## config.mk

```make
export PLATFORM = sky130hd
export DESIGN_NAME = riscv_mem_arbiter
export DESIGN_NICKNAME = d
export VERILOG_FILES = /design/src/rtl/riscv_mem_arbiter.sv
export SDC_FILE = /design/constraint.sdc
export NUM_CORES = 1
export LEC_CHECK = 0
export CORE_AREA = 5 5 105 107
export CTS_BUF_LIST = sky130_fd_sc_hd__clkbuf_2 sky130_fd_sc_hd__clkbuf_4 sky130_fd_sc_hd__clkbuf_8
export DETAILED_ROUTE_END_ITERATION = 8
export DIE_AREA = 0 0 110 112
export GPL_TIMING_DRIVEN = 0
export PLACE_DENSITY = 0.73
export SLEW_MARGIN = 40
export SYNTH_ARGS = -nofsm -noshare
export SYNTH_HDL_FRONTEND = slang
export SYNTH_SLANG_ARGS = --single-unit
```

## constraint.sdc

```tcl
create_clock -name clk -period 5.43 [get_ports clk]
set_input_delay 1.086 -clock clk [delete_from_list [all_inputs] [get_ports clk]]
set_output_delay 1.086 -clock clk [all_outputs]
set_load 0.01 [all_outputs]
```

## src/rtl/riscv_mem_arbiter.sv

```systemverilog
// rtl/riscv_mem_arbiter.sv - fetch/data arbiter onto one shared memory port with starvation guard and response timeout
module riscv_mem_arbiter #(
  parameter int ADDR_WIDTH   = 32,
  parameter int DATA_WIDTH   = 32,
  parameter int STARVE_LIMIT = 4,
  parameter int TIMEOUT      = 16,
  localparam int BE_WIDTH    = DATA_WIDTH / 8
) (
  input  logic                  clk,
  input  logic                  rst_n,
  input  logic                  if_req,
  input  logic [ADDR_WIDTH-1:0] if_addr,
  output logic                  if_gnt,
  output logic                  if_rvalid,
  output logic [DATA_WIDTH-1:0] if_rdata,
  output logic                  if_err,
  input  logic                  d_req,
  input  logic                  d_we,
  input  logic [BE_WIDTH-1:0]   d_be,
  input  logic [ADDR_WIDTH-1:0] d_addr,
  input  logic [DATA_WIDTH-1:0] d_wdata,
  output logic                  d_gnt,
  output logic                  d_rvalid,
  output logic [DATA_WIDTH-1:0] d_rdata,
  output logic                  d_err,
  output logic                  mem_req,
  output logic                  mem_we,
  output logic [BE_WIDTH-1:0]   mem_be,
  output logic [ADDR_WIDTH-1:0] mem_addr,
  output logic [DATA_WIDTH-1:0] mem_wdata,
  input  logic                  mem_ready,
  input  logic                  mem_rvalid,
  input  logic [DATA_WIDTH-1:0] mem_rdata
);

  localparam logic [1:0] IDLE   = 2'd0;
  localparam logic [1:0] BUSY_I = 2'd1;
  localparam logic [1:0] BUSY_D = 2'd2;

  localparam int SW = $clog2(STARVE_LIMIT + 1);
  localparam int TW = (TIMEOUT > 1) ? $clog2(TIMEOUT) : 1;
  localparam logic [SW-1:0] STARVE_MAX = SW'(STARVE_LIMIT);
  localparam logic [TW-1:0] TMO_MAX    = TW'(TIMEOUT - 1);

  logic [1:0]    state_q, state_d;
  logic [SW-1:0] starve_q, starve_d;
  logic [TW-1:0] tmo_q, tmo_d;
  logic          pick_i, pick_d, busy, tmo_hit, done, grant;
  logic          own_i, own_d;

  always_comb begin
    pick_i = 1'b0;
    pick_d = 1'b0;
    if (state_q == IDLE) begin
      if (d_req && (starve_q < STARVE_MAX)) pick_d = 1'b1;
      else if (if_req)                      pick_i = 1'b1;
      else if (d_req)                       pick_d = 1'b1;
    end
  end

  assign busy    = (state_q != IDLE);
  assign tmo_hit = busy && !mem_rvalid && (tmo_q == TMO_MAX);
  assign done    = busy && (mem_rvalid || tmo_hit);
  assign grant   = (pick_i || pick_d) && mem_ready;
  assign own_i   = rst_n && done && (state_q == BUSY_I);
  assign own_d   = rst_n && done && (state_q == BUSY_D);

  // Every output is gated by rst_n so reset silences the port without waiting for a clock.
  assign mem_req   = rst_n && (pick_i || pick_d);
  assign mem_we    = rst_n && pick_d && d_we;
  assign mem_be    = !rst_n ? '0 : pick_d ? d_be    : pick_i ? '1      : '0;
  assign mem_addr  = !rst_n ? '0 : pick_d ? d_addr  : pick_i ? if_addr : '0;
  assign mem_wdata = (rst_n && pick_d) ? d_wdata : '0;

  assign if_gnt    = rst_n && pick_i && mem_ready;
  assign d_gnt     = rst_n && pick_d && mem_ready;
  assign if_rvalid = own_i;
  assign d_rvalid  = own_d;
  assign if_err    = own_i && !mem_rvalid;
  assign d_err     = own_d && !mem_rvalid;
  assign if_rdata  = (own_i && mem_rvalid) ? mem_rdata : '0;
  assign d_rdata   = (own_d && mem_rvalid) ? mem_rdata : '0;

  always_comb begin
    state_d  = state_q;
    tmo_d    = tmo_q;
    starve_d = starve_q;
    if (!busy) begin
      if (grant) begin
        state_d = pick_i ? BUSY_I : BUSY_D;
        tmo_d   = '0;
      end
    end else if (done) begin
      state_d = IDLE;
    end else begin
      tmo_d = tmo_q + TW'(1);
    end
    // Fetch losing an IDLE cycle ages it; waiting in BUSY neither ages nor forgives it.
    if (!if_req || if_gnt) starve_d = '0;
    else if (!busy && (starve_q != STARVE_MAX)) starve_d = starve_q + SW'(1);
  end

  always_ff @(posedge clk or negedge rst_n) begin
    if (!rst_n) begin
      state_q  <= IDLE;
      starve_q <= '0;
      tmo_q    <= '0;
    end else begin
      state_q  <= state_d;
      starve_q <= starve_d;
      tmo_q    <= tmo_d;
    end
  end

endmodule

```

==> After elaboration in Yosys (flattened, before gate mapping) <==
Index checks and enable logic that the tools add are counted.
{ "totals": {"ff_bits": 9, "latch_bits": 0, "mem_bits_rw": 0, "romBits": 0, "output_inout_bits": 140, "memories": 0} }
{ "op_classes": {"addsub": 2, "multipliers": 0, "div": 0, "order_cmp": 1, "eq_ne": 6, "shifts": 0, "muxes": 25, "n_bitwise": 0, "n_reduce_logical": 31} }
{ "op_table": {"columns": ["op", "n"], "rows": [
  ["$mux 32", 6],
  ["$mux 4", 6],
  ["$logic_and 1x1->1", 19],
  ["$mux 2", 4],
  ["$mux 1", 7],
  ["$mux 3", 2],
  ["$reduce_bool 2->1", 3],
  ["$add 4x1->4 const B", 1],
  ["$eq 4x4->1 const B", 1],
  ["$reduce_and 2->1", 2],
  ["$add 3x1->3 const B", 1],
  ["$logic_not 1->1", 3],
  ["$logic_or 1x1->1", 3],
  ["$lt 3x3->1 const B", 1],
  ["$ne 3x3->1 const B", 1],
  ["$eq 2x1->1 const B", 1],
  ["$eq 2x2->1 const B", 1],
  ["$logic_not 2->1", 1],
  ["$ne 2x1->1 const B", 1],
  ["$ne 2x2->1 const B", 1]
]} }

==> Longest topological paths before layout <==
{ "logic_depth": {"ltp_word": 9, "mapped_depth": 7} }

==> Worst setup path after synthesis <==
Ideal clock, no wire load.
{ "synth_path": {"path_kind": "input port to output port", "startpoint": "in mem_rvalid", "endpoint": "out if_rdata[20]", "t_arrival_ps": 2132, "required_time_ps": 4344, "slack_ps": 2212, "path_stages": 5, "path_buffers": 2, "path_cell_list": "a31oi_1 -> or3b_2 -> clkbuf_1 -> clkbuf_1 -> nor2_1"} }
{ "synth_via": {"elab_chain_len": 9} }
{ "synth_rtl": {"columns": ["item", "line", "source"], "rows": [
  ["start, declared", "32", "input logic mem_rvalid,"],
  ["$logic_not 1->1", "62", "assign tmo_hit = busy && !mem_rvalid && (tmo_q == TMO_MAX);"],
  ["$logic_and 1x1->1 (2 in series)", "62", null],
  ["$logic_or 1x1->1", "63", "assign done = busy && (mem_rvalid || tmo_hit);"],
  ["$logic_and 1x1->1", "63", null],
  ["$logic_and 1x1->1 (2 in series)", "65", "assign own_i = rst_n && done && (state_q == BUSY_I);"],
  ["$logic_and 1x1->1 *", "81", "assign if_rdata = (own_i && mem_rvalid) ? mem_rdata : '0;"],
  ["$mux 32 *", "81", null],
  ["end, declared", "15", "output logic [DATA_WIDTH-1:0] if_rdata,"]
]} }
Every way passes the cells marked *; elsewhere a longest branch is shown, timed or not.

==> Final worst setup path <==
{ "layout_path": {"startpoint": "in rst_n", "endpoint": "out mem_wdata[15]"} }
{ "layout_via": {"elab_chain_len": 2} }
{ "layout_rtl": {"columns": ["item", "line", "source"], "rows": [
  ["start, declared", "10", "input logic rst_n,"],
  ["$logic_and 1x1->1", "73", "assign mem_wdata = (rst_n && pick_d) ? d_wdata : '0;"],
  ["$mux 32", "73", null],
  ["end, declared", "30", "output logic [DATA_WIDTH-1:0] mem_wdata,"]
]} }
No other way between the ends.

==> results.py <==
metrics = {
    "yosys": {
        "yosysWarnings": 0,
        "syn_inst": 339,
        "seq_area_frac_synth": 0.1198,
        "ys_ff_latch": 9,
        "async_reset_ff_frac": 1.000,
        "synth-edff-count": 0,
        "synth_nets": 481,
        "ys_types": 34,
        "synth_ff_type": "dfrtp_1",
        "syn_area_per_cell_um2": 5.547,
        "syn_area_um2": 1881,
    },
    "timing": {
        "slew-limit-headroom": 0.6349,
        "fin_setup_tns_ns": 0,
        "fin_crit_sh": 0.8765,
        "timing.fmax_ghz": 0.2101,
        "layout_min_cycle_time_ns": 4.759,
        "slew_violations": 0,
        "fin_skew_ns": 0.001033,
        "timing.hold.ws_ns": 0.5355,
        "hold_viol_final": 0,
        "rsz0062_at_grt": "no",
        "tightest_slew_ns": 0.5459,
        "setup_viol": 0,
    },
    "die": {
        "dieArea_um2": 12320,
        "num_rows": 37,
        "num_io_pins": 279,
        "core_um2": 10050,
        "initial_core_util": 0.1872,
        "dieWidth_um": 110,
        "dieHeight_um": 112,
    },
    "setup_path": {
        "slowest_delay_ns": 0.81,
        "critPathKind": "input pin to output pin",
        "cpMostUsedCell": "clkdlybuf4s50_1",
        "worst_setup_path_start_kind": "input pin",
        "worst-path-max-fanout": 13,
        "end_kind": "output pin",
        "cp_data_arrival_time_ns": 3.67,
        "path_cells": "clkdlybuf4s50_1, inv_1, nor3_2, clkbuf_1, and2_1, clkdlybuf4s50_1",
        "critical_path_required_ns": 4.34,
        "cp_slowest_cell": "clkdlybuf4s50_1",
    },
    "place": {
        "io_buffers": 278,
        "placed_area_um2": 4833,
        "dp_hpwl_um": 10390,
        "gp_congestion": 0.8347,
    },
    "power_and_ir_drop": {
        "internal-power_mw": 0.3844,
        "cellLeakagePower_nw": 1.727,
        "p_sw_mw": 0.2507,
        "power.density_nw_per_um2": 130.1,
        "p_comb_frac": 0.701,
        "vdd_drop_max_uv": 70.79,
        "sw_frac_of_total": 0.3947,
        "power_frac_seq": 0.165,
        "clkPwrFrac": 0.134,
    },
    "route": {
        "wire_per_inst_um": 16.18,
        "first_pass_iters": 4,
        "drt_iter0_drc": 160,
        "viasPerCell": 4.518,
        "routed_wl_um": 12250,
        "drcViolationCount": 0,
        "ant_nets": 0,
        "vias": 3420,
    },
    "finish": {
        "final_cell_mix": "278 x clkdlybuf4s50_1, 80 x nor2_1, 35 x and2_1, 35 x nand3_1, 35 x o21ai_0",
        "syn_to_final_growth_pct": 159.6,
        "final_common_cell": "clkdlybuf4s50_1",
        "multi_input_area_um2": 1448,
        "nNetsFinal": 764,
        "drive_gt1_frac": 0.02415,
        "nFillCells": 984,
        "register_area_um2": 225.2,
        "insertedDiodeCount": 0,
        "final_cell_area_um2": 4882,
    },
    "cts": {
        "cts-htree-levels": 1,
        "path_clk_slew_ns": 0.05,
        "cts_max_path_buffers": 2,
        "cts_buffers": 3,
        "clock_sinks": 9,
        "ctsHoldBuffers": 0,
        "cts_tree": "done",
        "clkLatencyLatePin_ns": 0.24,
        "cts_resized": 0,
        "cts_setup_buffers": 0,
        "clk_root_buffer_cell": "clkbuf_8",
    },
    "global_routing": {
        "grt_max_degree": 14,
        "grt_pass1_wl_um": 18380,
        "antenna_found_initial": 0,
        "use_met2": 0.3317,
        "grtUsageTotal": 0.1854,
        "grt_pass1_vias": 3617,
        "grt_busiest_layer": "met2",
        "grtUsageMet1": 0.2037,
        "overflow": 0,
        "use_met3": 0.06203,
    },
    "run_status": {
        "outcome": "completed",
    },
    "hold_path": {
        "hp-class": "flop to flop",
    },
    "flow_run": {
        "cap_violations": 0,
    },
}
critical path, delay by kind of cell:
kind	cells	cell delay (ns)
AND/OR/NAND/NOR	2	0.64
buffers and inverters	4	1.95
kinds of logic after synthesis:
group / after synthesis / synth area share
adder cells (fa/ha/maj): 3 / 0.01996
AND/OR/NAND/NOR: 198 / 0.4897
buffers and inverters: 43 / 0.1104
multiplexers: 2 / 0.01065
AO/OA/AOI/OAI: 83 / 0.2449
XOR/XNOR: 1 / 0.004658
flip-flops: 9 / 0.1198
state kept, by name, summed over array words and instances, names as in the netlist:
register  count
state_q       2
starve_q      3
tmo_q         4
final timing paths:
path                       cells after the start             to  slack (ns)  startpoint
min in group asynchronous                      1       tmo_q[0]        1.20       rst_n
hold / removal                                 1       tmo_q[0]        0.54    tmo_q[0]
max in group asynchronous                      1    starve_q[2]        3.86       rst_n
hold reg to reg                                1       tmo_q[0]        0.54    tmo_q[0]
setup / recovery                               6  mem_wdata[15]        0.67       rst_n
setup reg to reg                               4       tmo_q[2]        3.81  state_q[0]
synth_stat cells, types with 2 or more instances:
cell type / number / area share
nor2_1: 80 / 0.16
and2_1: 35 / 0.12
nand3_1: 35 / 0.093
o21ai_0: 35 / 0.093
a21oi_1: 33 / 0.088
nand2_1: 33 / 0.066
clkbuf_1: 29 / 0.058
dfrtp_1: 9 / 0.12
inv_1: 7 / 0.014
buf_6: 6 / 0.036
nor3_1: 4 / 0.011
ha_1: 3 / 0.020
o221ai_1: 3 / 0.014
o31ai_1: 3 / 0.012
mux2i_1: 2 / 0.011
nand2b_1: 2 / 0.0067
or3_1: 2 / 0.0067
or3b_2: 2 / 0.0093
per-stage QoR:
step / power [mW] / instances / setup slack (ns) / utilization
after floorplan: 0.3057 / 339 / 2.212 / -
after detailed placement: 0.5521 / 753 / 0.5600 / 0.4811
final: 0.6352 / 757 / 0.6708 / 0.4860
after global placement: 0.5427 / 753 / 0.6303 / 0.4811
after global routing: 0.6877 / 757 / 0.3836 / 0.4860
after CTS: 0.6421 / 757 / 0.5470 / 0.4860
layer usage:
layer | share of wire | vias to the layer above
met3 | 0.11 | 17
li1 | - | 1698
met4 | 0.022 | 0
met1 | 0.38 | 1521
met5 | 0 | -
met2 | 0.49 | 184
layout make-up:
cell class              instances  area share
repair buffers                278      0.5700
multi-input cells             287      0.2965
flip-flops and latches          9     0.04613
plain buffers                  36     0.03716
well taps                     136     0.03485
clock buffers                   4    0.009995
inverters                       7    0.005382
power groups by stage:
stage | combinational, mW | clock (mW) | sequential [mW]
after floorplan | 0.205 | 0 | 0.101
after global placement | 0.440 | 0 | 0.103
after detailed placement | 0.447 | 0 | 0.105
after CTS | 0.450 | 0.0879 | 0.104
after global routing | 0.489 | 0.0907 | 0.108
final | 0.445 | 0.0851 | 0.105
(Power assumes the default switching activity.)
